==> config.mk <==
export PLATFORM = sky130hd
export DESIGN_NAME = iob_counter_bounded
export DESIGN_NICKNAME = d
export VERILOG_FILES = /design/src/rtl/iob_counter_bounded_pkg.sv /design/src/rtl/iob_counter_bounded_next.sv /design/src/rtl/iob_counter_bounded.sv
export SDC_FILE = /design/constraint.sdc
export NUM_CORES = 1
export LEC_CHECK = 0
export ABC_AREA = 1
export BUFFER_PORTS_ARGS = -buffer_cell sky130_fd_sc_hd__clkbuf_2
export CORE_ASPECT_RATIO = 0.8
export CORE_MARGIN = 4
export CORE_UTILIZATION = 45
export CTS_BUF_LIST = sky130_fd_sc_hd__clkbuf_16
export CTS_CLUSTER_DIAMETER = 200
export CTS_CLUSTER_SIZE = 10
export DETAILED_ROUTE_END_ITERATION = 8
export PLACE_DENSITY = 0.64
export SYNTH_ARGS = -nofsm -noshare
export SYNTH_HDL_FRONTEND = slang
export SYNTH_SLANG_ARGS = --single-unit
==> constraint.sdc <==
create_clock -name clk_i -period 5.9 [get_ports clk_i]
set_input_delay 0.59 -clock clk_i [delete_from_list [all_inputs] [get_ports clk_i]]
set_output_delay 0.59 -clock clk_i [all_outputs]
set_load 0.005 [all_outputs]
==> src/rtl/iob_counter_bounded_pkg.sv <==
// Shared encodings for the bounded counter.
//   CNT_DIR_*  : count direction select (dir_i)
//   CNT_MODE_* : behaviour at a bound (mode_i)
package iob_counter_bounded_pkg;

  localparam logic CNT_DIR_UP    = 1'b0;
  localparam logic CNT_DIR_DN    = 1'b1;
  localparam logic CNT_MODE_WRAP = 1'b0;
  localparam logic CNT_MODE_SAT  = 1'b1;

endpackage

==> src/rtl/iob_counter_bounded_next.sv <==
// Combinational next-value and bound-event function of the bounded counter.
// Ports:
//   data_i  current count
//   step_i  increment/decrement amount
//   min_i   lower bound (unsigned)
//   max_i   upper bound (unsigned)
//   dir_i   CNT_DIR_UP / CNT_DIR_DN
//   mode_i  CNT_MODE_WRAP / CNT_MODE_SAT
//   next_o  value the counter takes when enabled
//   evt_o   bound event for this step
module iob_counter_bounded_next
  import iob_counter_bounded_pkg::*;
#(
  parameter int unsigned DATA_W = 32
) (
  input  logic [DATA_W-1:0] data_i,
  input  logic [DATA_W-1:0] step_i,
  input  logic [DATA_W-1:0] min_i,
  input  logic [DATA_W-1:0] max_i,
  input  logic              dir_i,
  input  logic              mode_i,
  output logic [DATA_W-1:0] next_o,
  output logic              evt_o
);

  // One extra bit so a carry out of the top or a borrow below zero is
  // seen as out of range rather than silently wrapping modulo 2^DATA_W.
  logic [DATA_W:0] sum;
  logic [DATA_W:0] diff;
  logic            up_ok;
  logic            dn_ok;

  assign sum   = {1'b0, data_i} + {1'b0, step_i};
  assign diff  = {1'b0, data_i} - {1'b0, step_i};
  assign up_ok = (sum <= {1'b0, max_i});
  assign dn_ok = !diff[DATA_W] && (diff[DATA_W-1:0] >= min_i);

  always_comb begin
    next_o = data_i;
    evt_o  = 1'b0;
    if (dir_i == CNT_DIR_UP) begin
      if (up_ok) begin
        next_o = sum[DATA_W-1:0];
      end else begin
        evt_o  = 1'b1;
        next_o = (mode_i == CNT_MODE_SAT) ? max_i : min_i;
      end
    end else begin
      if (dn_ok) begin
        next_o = diff[DATA_W-1:0];
      end else begin
        evt_o  = 1'b1;
        next_o = (mode_i == CNT_MODE_SAT) ? min_i : max_i;
      end
    end
  end

endmodule

==> src/rtl/iob_counter_bounded.sv <==
// Bounded up/down counter with programmable step, runtime bounds,
// wrap/saturate behaviour, terminal-count pulse and sticky event flag.
// Ports:
//   clk_i      clock
//   arst_n_i   asynchronous reset, active low
//   cke_i      clock enable; 0 holds all state
//   rst_i      synchronous clear (data to RST_VAL, flags to 0)
//   en_i       count enable
//   dir_i      0 up, 1 down
//   mode_i     0 wrap, 1 saturate
//   step_i     step amount
//   min_i      lower bound
//   max_i      upper bound
//   ld_i       load request
//   ld_val_i   load value
//   evt_clr_i  clears evt_o
//   data_o     registered count
//   tc_o       bound event on the last update
//   evt_o      sticky bound event
module iob_counter_bounded
  import iob_counter_bounded_pkg::*;
#(
  parameter int unsigned         DATA_W  = 32,
  parameter logic [DATA_W-1:0]   RST_VAL = '0
) (
  input  logic              clk_i,
  input  logic              arst_n_i,
  input  logic              cke_i,
  input  logic              rst_i,
  input  logic              en_i,
  input  logic              dir_i,
  input  logic              mode_i,
  input  logic [DATA_W-1:0] step_i,
  input  logic [DATA_W-1:0] min_i,
  input  logic [DATA_W-1:0] max_i,
  input  logic              ld_i,
  input  logic [DATA_W-1:0] ld_val_i,
  input  logic              evt_clr_i,
  output logic [DATA_W-1:0] data_o,
  output logic              tc_o,
  output logic              evt_o
);

  logic [DATA_W-1:0] data_q, data_d;
  logic              tc_q, tc_d;
  logic              evt_q, evt_d;
  logic [DATA_W-1:0] nxt_val;
  logic              nxt_evt;

  iob_counter_bounded_next #(
    .DATA_W (DATA_W)
  ) u_next (
    .data_i (data_q),
    .step_i (step_i),
    .min_i  (min_i),
    .max_i  (max_i),
    .dir_i  (dir_i),
    .mode_i (mode_i),
    .next_o (nxt_val),
    .evt_o  (nxt_evt)
  );

  // Priority: rst_i > ld_i > en_i > hold. A bound event in the same cycle
  // as evt_clr_i leaves evt set.
  always_comb begin
    data_d = data_q;
    tc_d   = tc_q;
    evt_d  = evt_q;
    if (cke_i) begin
      if (rst_i) begin
        data_d = RST_VAL;
        tc_d   = 1'b0;
        evt_d  = 1'b0;
      end else if (ld_i) begin
        data_d = ld_val_i;
        tc_d   = 1'b0;
        evt_d  = evt_q & ~evt_clr_i;
      end else if (en_i) begin
        data_d = nxt_val;
        tc_d   = nxt_evt;
        evt_d  = nxt_evt | (evt_q & ~evt_clr_i);
      end else begin
        tc_d   = 1'b0;
        evt_d  = evt_q & ~evt_clr_i;
      end
    end
  end

  always_ff @(posedge clk_i or negedge arst_n_i) begin
    if (!arst_n_i) begin
      data_q <= RST_VAL;
      tc_q   <= 1'b0;
      evt_q  <= 1'b0;
    end else begin
      data_q <= data_d;
      tc_q   <= tc_d;
      evt_q  <= evt_d;
    end
  end

  assign data_o = data_q;
  assign tc_o   = tc_q;
  assign evt_o  = evt_q;

endmodule

==> Flow_metrics.wiki <==
{| class="wikitable"
! Metric !! Value
|-
| Path class of the lowest-slack min-delay path || in -> async
|-
| Unique cell type count in the Yosys netlist || 47
|-
| Vias in the first global route || 10784
|-
| Startpoint-to-endpoint class of the critical path || reg -> reg
|-
| Number of warnings issued by yosys || 0
|-
| Mean instance size in the synthesized netlist || 5.49 um2
|-
| Number of enable flip-flop cells after synthesis || 0
|-
| Portion of total power attributed to the clock network || 11.0%
|-
| Most common library cell in the layout ignoring fill and taps || sky130_fd_sc_hd__nand2_1
|-
| Post-Synthesis Net Count || 2029
|-
| Drt first pass iters || 6
|-
| Post-Synth Simple-Gate Area || 43.7%
|-
| Total routing resource utilization after global routing || 33.4%
|-
| Fill cells || 2291
|-
| Number of CTS-inserted buffers || 5
|-
| Worst voltage drop across the vdd grid || 0.000181 V
|-
| Number of pins with negative max-slew slack in the final report || 0
|-
| Floorplan Core Area || 20900 um2
|-
| Most area-hungry cell type in the Yosys netlist || sky130_fd_sc_hd__nand2_1
|-
| Final core utilization || 51.2%
|-
| Routed via count || 11841
|-
| TritonCTS clock tree || built
|-
| Post-detail-place hpwl || 33.5 mm
|-
| Pleak || 6.43 nW
|-
| Overall power consumption || 2.61 mW
|-
| GP Congestion || 1.05
|-
| Starting Density || 46.3%
|-
| Via-to-Cell Ratio || 5.50
|-
| Bufs on Longest Clock Path || 2
|-
| Top post-synthesis cells by area || sky130_fd_sc_hd__nand2_1 (24%), sky130_fd_sc_hd__ha_1 (17%), sky130_fd_sc_hd__inv_1 (9.1%)
|-
| Site Rows || 47
|-
| Global route total overflow || 0
|-
| Root buf cell || sky130_fd_sc_hd__clkbuf_16
|-
| Flops & latches, synth || 34
|-
| Setup Total Neg Slack || 0 ns
|-
| Commonest cells after routing, fill and taps aside || sky130_fd_sc_hd__nand2_1 (607), sky130_fd_sc_hd__inv_1 (236), sky130_fd_sc_hd__clkbuf_2 (169), sky130_fd_sc_hd__nor2_1 (164), sky130_fd_sc_hd__nand3_1 (137)
|-
| Setup violation total in the final timing report || 0
|-
| Final antenna diode count || 0
|-
| Share of power burned in combinational logic || 76.8%
|-
| Startpoint type of the worst setup path || register
|-
| Share of the synthesized area in compound gates (AO/OA/AOI/OAI) || 13.8%
|-
| Time the worst path needs with I/O delays and setup || 5.03 ns
|-
| Wirelength, routed || 41.7 mm
|-
| PwrDens || 244 nW/um2
|-
| Proportion of netlist area held by the largest area contributor || 23.6%
|-
| Setup crit end kind || register
|-
| Hold Fails Final Rpt || 0
|-
| Prevailing post-synth register cell || sky130_fd_sc_hd__dfrtp_1
|-
| Later-pin clock latency in the skew report || 0.30 ns
|-
| Total Nets Final || 2149
|-
| Count of routing violations after the opening detailed-route iteration || 1274
|-
| Area of the die || 23900 um2
|-
| Adder-cell share of the synthesized area || 17.0%
|-
| Total standard cell area after synthesis || 9670 um2
|-
| Path depth of the worst reg2reg path || 27
|-
| Share of cells above drive strength 1 || 12.1%
|-
| Worst hold-check slack || 0.386 ns
|-
| Synth-to-Final Area Change || 10.6%
|-
| Main combinational cell family by area after synthesis || simple AND/OR/NAND/NOR gates
|-
| Critical path arrival || 5.21 ns
|-
| Internal power consumption || 1.04 mW
|-
| Crit Path Max Fanout || 33
|-
| Fin cells || 2152
|-
| Vertical die dimension || 139 um
|-
| Wirelength per Cell || 19.4 um
|-
| Sequential cell area fraction in the yosys report || 8.80%
|-
| Relative contribution of sequential cells to total power || 12.1%
|-
| Placed instance count || 2144
|-
| Htree depth || 2
|-
| Setup repair after global routing missed its margin || no
|-
| Setup Skew || 0.0104 ns
|-
| I/O pin total || 171
|-
| Number of maximum-capacitance constraint violations || 0
|-
| I/O Buffers || 170
|-
| Total setup buffers inserted after CTS || 0
|-
| Post-route fraction of the period consumed by the critical path || 85.2%
|-
| Switching share of power || 60.2%
|-
| Wire length of the first global-routing pass || 61.7 mm
|-
| Post-CTS resize count || 0
|-
| Highest achievable clock rate || 199 MHz
|-
| Status || finished clean
|-
| Multiplexer fraction of the synthesized cell area || 0%
|-
| DRC violation count after routing || 0
|-
| Worst slew pin tran || 1.02 ns
|-
| Cts hold-fix bufs || 0
|-
| Final antenna-violating net count || 0
|-
| Number of antenna violations at the first check in global routing || 0
|-
| Maximum number of pins on one net before global-route repair || 129
|-
| Syn Inst Count || 1762
|-
| Die extent in x || 172 um
|-
| Switching power of the nets || 1.57 mW
|-
| Remaining max-slew budget at the tightest pin || 31.9%
|-
| Post-synthesis xor/xnor area fraction || 2.99%
|-
| CP required || 6.09 ns
|-
| Register clock-pin slew on the reported worst setup and hold paths || 0.07 ns
|-
| Asr flop ratio synth || 100%
|-
| TritonCTS Sinks || 34
|}
-- routing by layer --
metal | vias up | GRT usage (%) | share of wire (%)
met1 | 5273 | 50.8 | 46
met4 | 0 | 6.87 | 2.1
met2 | 657 | 46.2 | 39
met5 | - | 0 | 0
met3 | 50 | 10.1 | 13
li1 | 5861 | - | -
-- sequential cells by signal, indices dropped and copies added (netlist names) --
signal / count
evt_o: 1
data_o: 32
tc_o: 1
-- logic make-up (layout without fill, tap and decap cells) --
| family | after synthesis | in the layout |
|---|---|---|
| buf+inv | 317 | 438 |
| compound gates | 245 | 245 |
| xor+xnor | 33 | 33 |
| flops | 34 | 34 |
| fa+ha+maj | 130 | 130 |
| simple gates | 1003 | 1003 |
-- worst paths after layout --
kind,start,slack [ns],to
setup / recovery,data_o[4],0.87,data_o[15]
hold / removal,arst_n_i,0.39,data_o[3]
setup reg to reg,data_o[4],0.87,data_o[15]
hold reg to reg,tc_o,0.48,tc_o
max in group asynchronous,arst_n_i,5.10,data_o[21]
min in group clk_i,tc_o,0.48,tc_o
-- power groups by stage --
stage	Combinational [mW]	Clock, mW	Sequential [mW]
3_5_place_dp	1.93	0	0.317
5_1_grt	2.20	0.303	0.320
2_1_floorplan	1.33	0	0.302
3_3_place_gp	1.93	0	0.316
6_report	2.00	0.288	0.316
4_1_cts	1.94	0.293	0.313
-- final cells by class --
cell class,instances,area (um2),share of cell area (%)
Multi-Input combinational cell,1411,7490,70.1
Inverter,249,940,8.79
Clock inverter,3,12.5,0.117
Tap cell,269,337,3.15
Clock buffer,5,125,1.17
Timing Repair Buffer,181,936,8.76
Sequential cell,34,851,7.96
-- synth_stat cells, types with 3 or more instances --
| cell | number |
|---|---|
| sky130_fd_sc_hd__o211ai_1 | 3 |
| sky130_fd_sc_hd__buf_6 | 7 |
| sky130_fd_sc_hd__a21oi_1 | 96 |
| sky130_fd_sc_hd__o21ai_1 | 10 |
| sky130_fd_sc_hd__o21ai_0 | 102 |
| sky130_fd_sc_hd__buf_1 | 3 |
| sky130_fd_sc_hd__a21oi_2 | 4 |
| sky130_fd_sc_hd__ha_1 | 128 |
| sky130_fd_sc_hd__nor4_1 | 5 |
| sky130_fd_sc_hd__inv_1 | 235 |
| sky130_fd_sc_hd__nor3_1 | 16 |
| sky130_fd_sc_hd__clkbuf_1 | 29 |
| sky130_fd_sc_hd__dfrtp_1 | 34 |
| sky130_fd_sc_hd__xor2_1 | 31 |
| sky130_fd_sc_hd__o21bai_1 | 9 |
| sky130_fd_sc_hd__nand3_1 | 137 |
| sky130_fd_sc_hd__a31oi_1 | 4 |
| sky130_fd_sc_hd__o21a_1 | 5 |
| sky130_fd_sc_hd__nand3b_1 | 7 |
| sky130_fd_sc_hd__nor2_1 | 164 |
| sky130_fd_sc_hd__a21o_1 | 4 |
| sky130_fd_sc_hd__buf_2 | 21 |
| sky130_fd_sc_hd__nand4_1 | 45 |
| sky130_fd_sc_hd__inv_2 | 13 |
| sky130_fd_sc_hd__nand2_2 | 8 |
| sky130_fd_sc_hd__buf_4 | 5 |
| sky130_fd_sc_hd__nand2_1 | 607 |
-- worst max-delay path, stage by stage, from the launching register on --
cell and delay, ns:
sky130_fd_sc_hd__dfrtp_1 0.43, sky130_fd_sc_hd__ha_1 0.39, sky130_fd_sc_hd__buf_4 0.22, sky130_fd_sc_hd__inv_1 0.05
sky130_fd_sc_hd__a21oi_1 0.44, sky130_fd_sc_hd__nand2_1 0.33, sky130_fd_sc_hd__nand2_1 0.14, sky130_fd_sc_hd__nand3b_1 0.25
sky130_fd_sc_hd__nand2_1 0.17, sky130_fd_sc_hd__nand2_1 0.07, sky130_fd_sc_hd__nand2_1 0.06, sky130_fd_sc_hd__nand2_1 0.16
sky130_fd_sc_hd__ha_1 0.35, sky130_fd_sc_hd__nand2_1 0.06, sky130_fd_sc_hd__nor2_1 0.09, sky130_fd_sc_hd__nand3_1 0.12
sky130_fd_sc_hd__nor3_1 0.16, sky130_fd_sc_hd__nand3_1 0.09, sky130_fd_sc_hd__o21ai_0 0.08, sky130_fd_sc_hd__inv_1 0.06
sky130_fd_sc_hd__nand2_1 0.12, sky130_fd_sc_hd__nand3_4 0.41, sky130_fd_sc_hd__nand2_1 0.18, sky130_fd_sc_hd__nand3_1 0.08
sky130_fd_sc_hd__nand2_1 0.14, sky130_fd_sc_hd__nand2_1 0.09, sky130_fd_sc_hd__nand2_1 0.09, sky130_fd_sc_hd__nand2_1 0.04
-- stage by stage --
stage                     instance area (um2)  setup slack (ns)
after global placement                  10600             0.912
after detailed placement                10600             0.883
after CTS                               10700              1.10
after global routing                    10700             0.630
final                                   10700             0.874
after floorplan                          9670              2.19
Power figures use the tool's default switching activity.
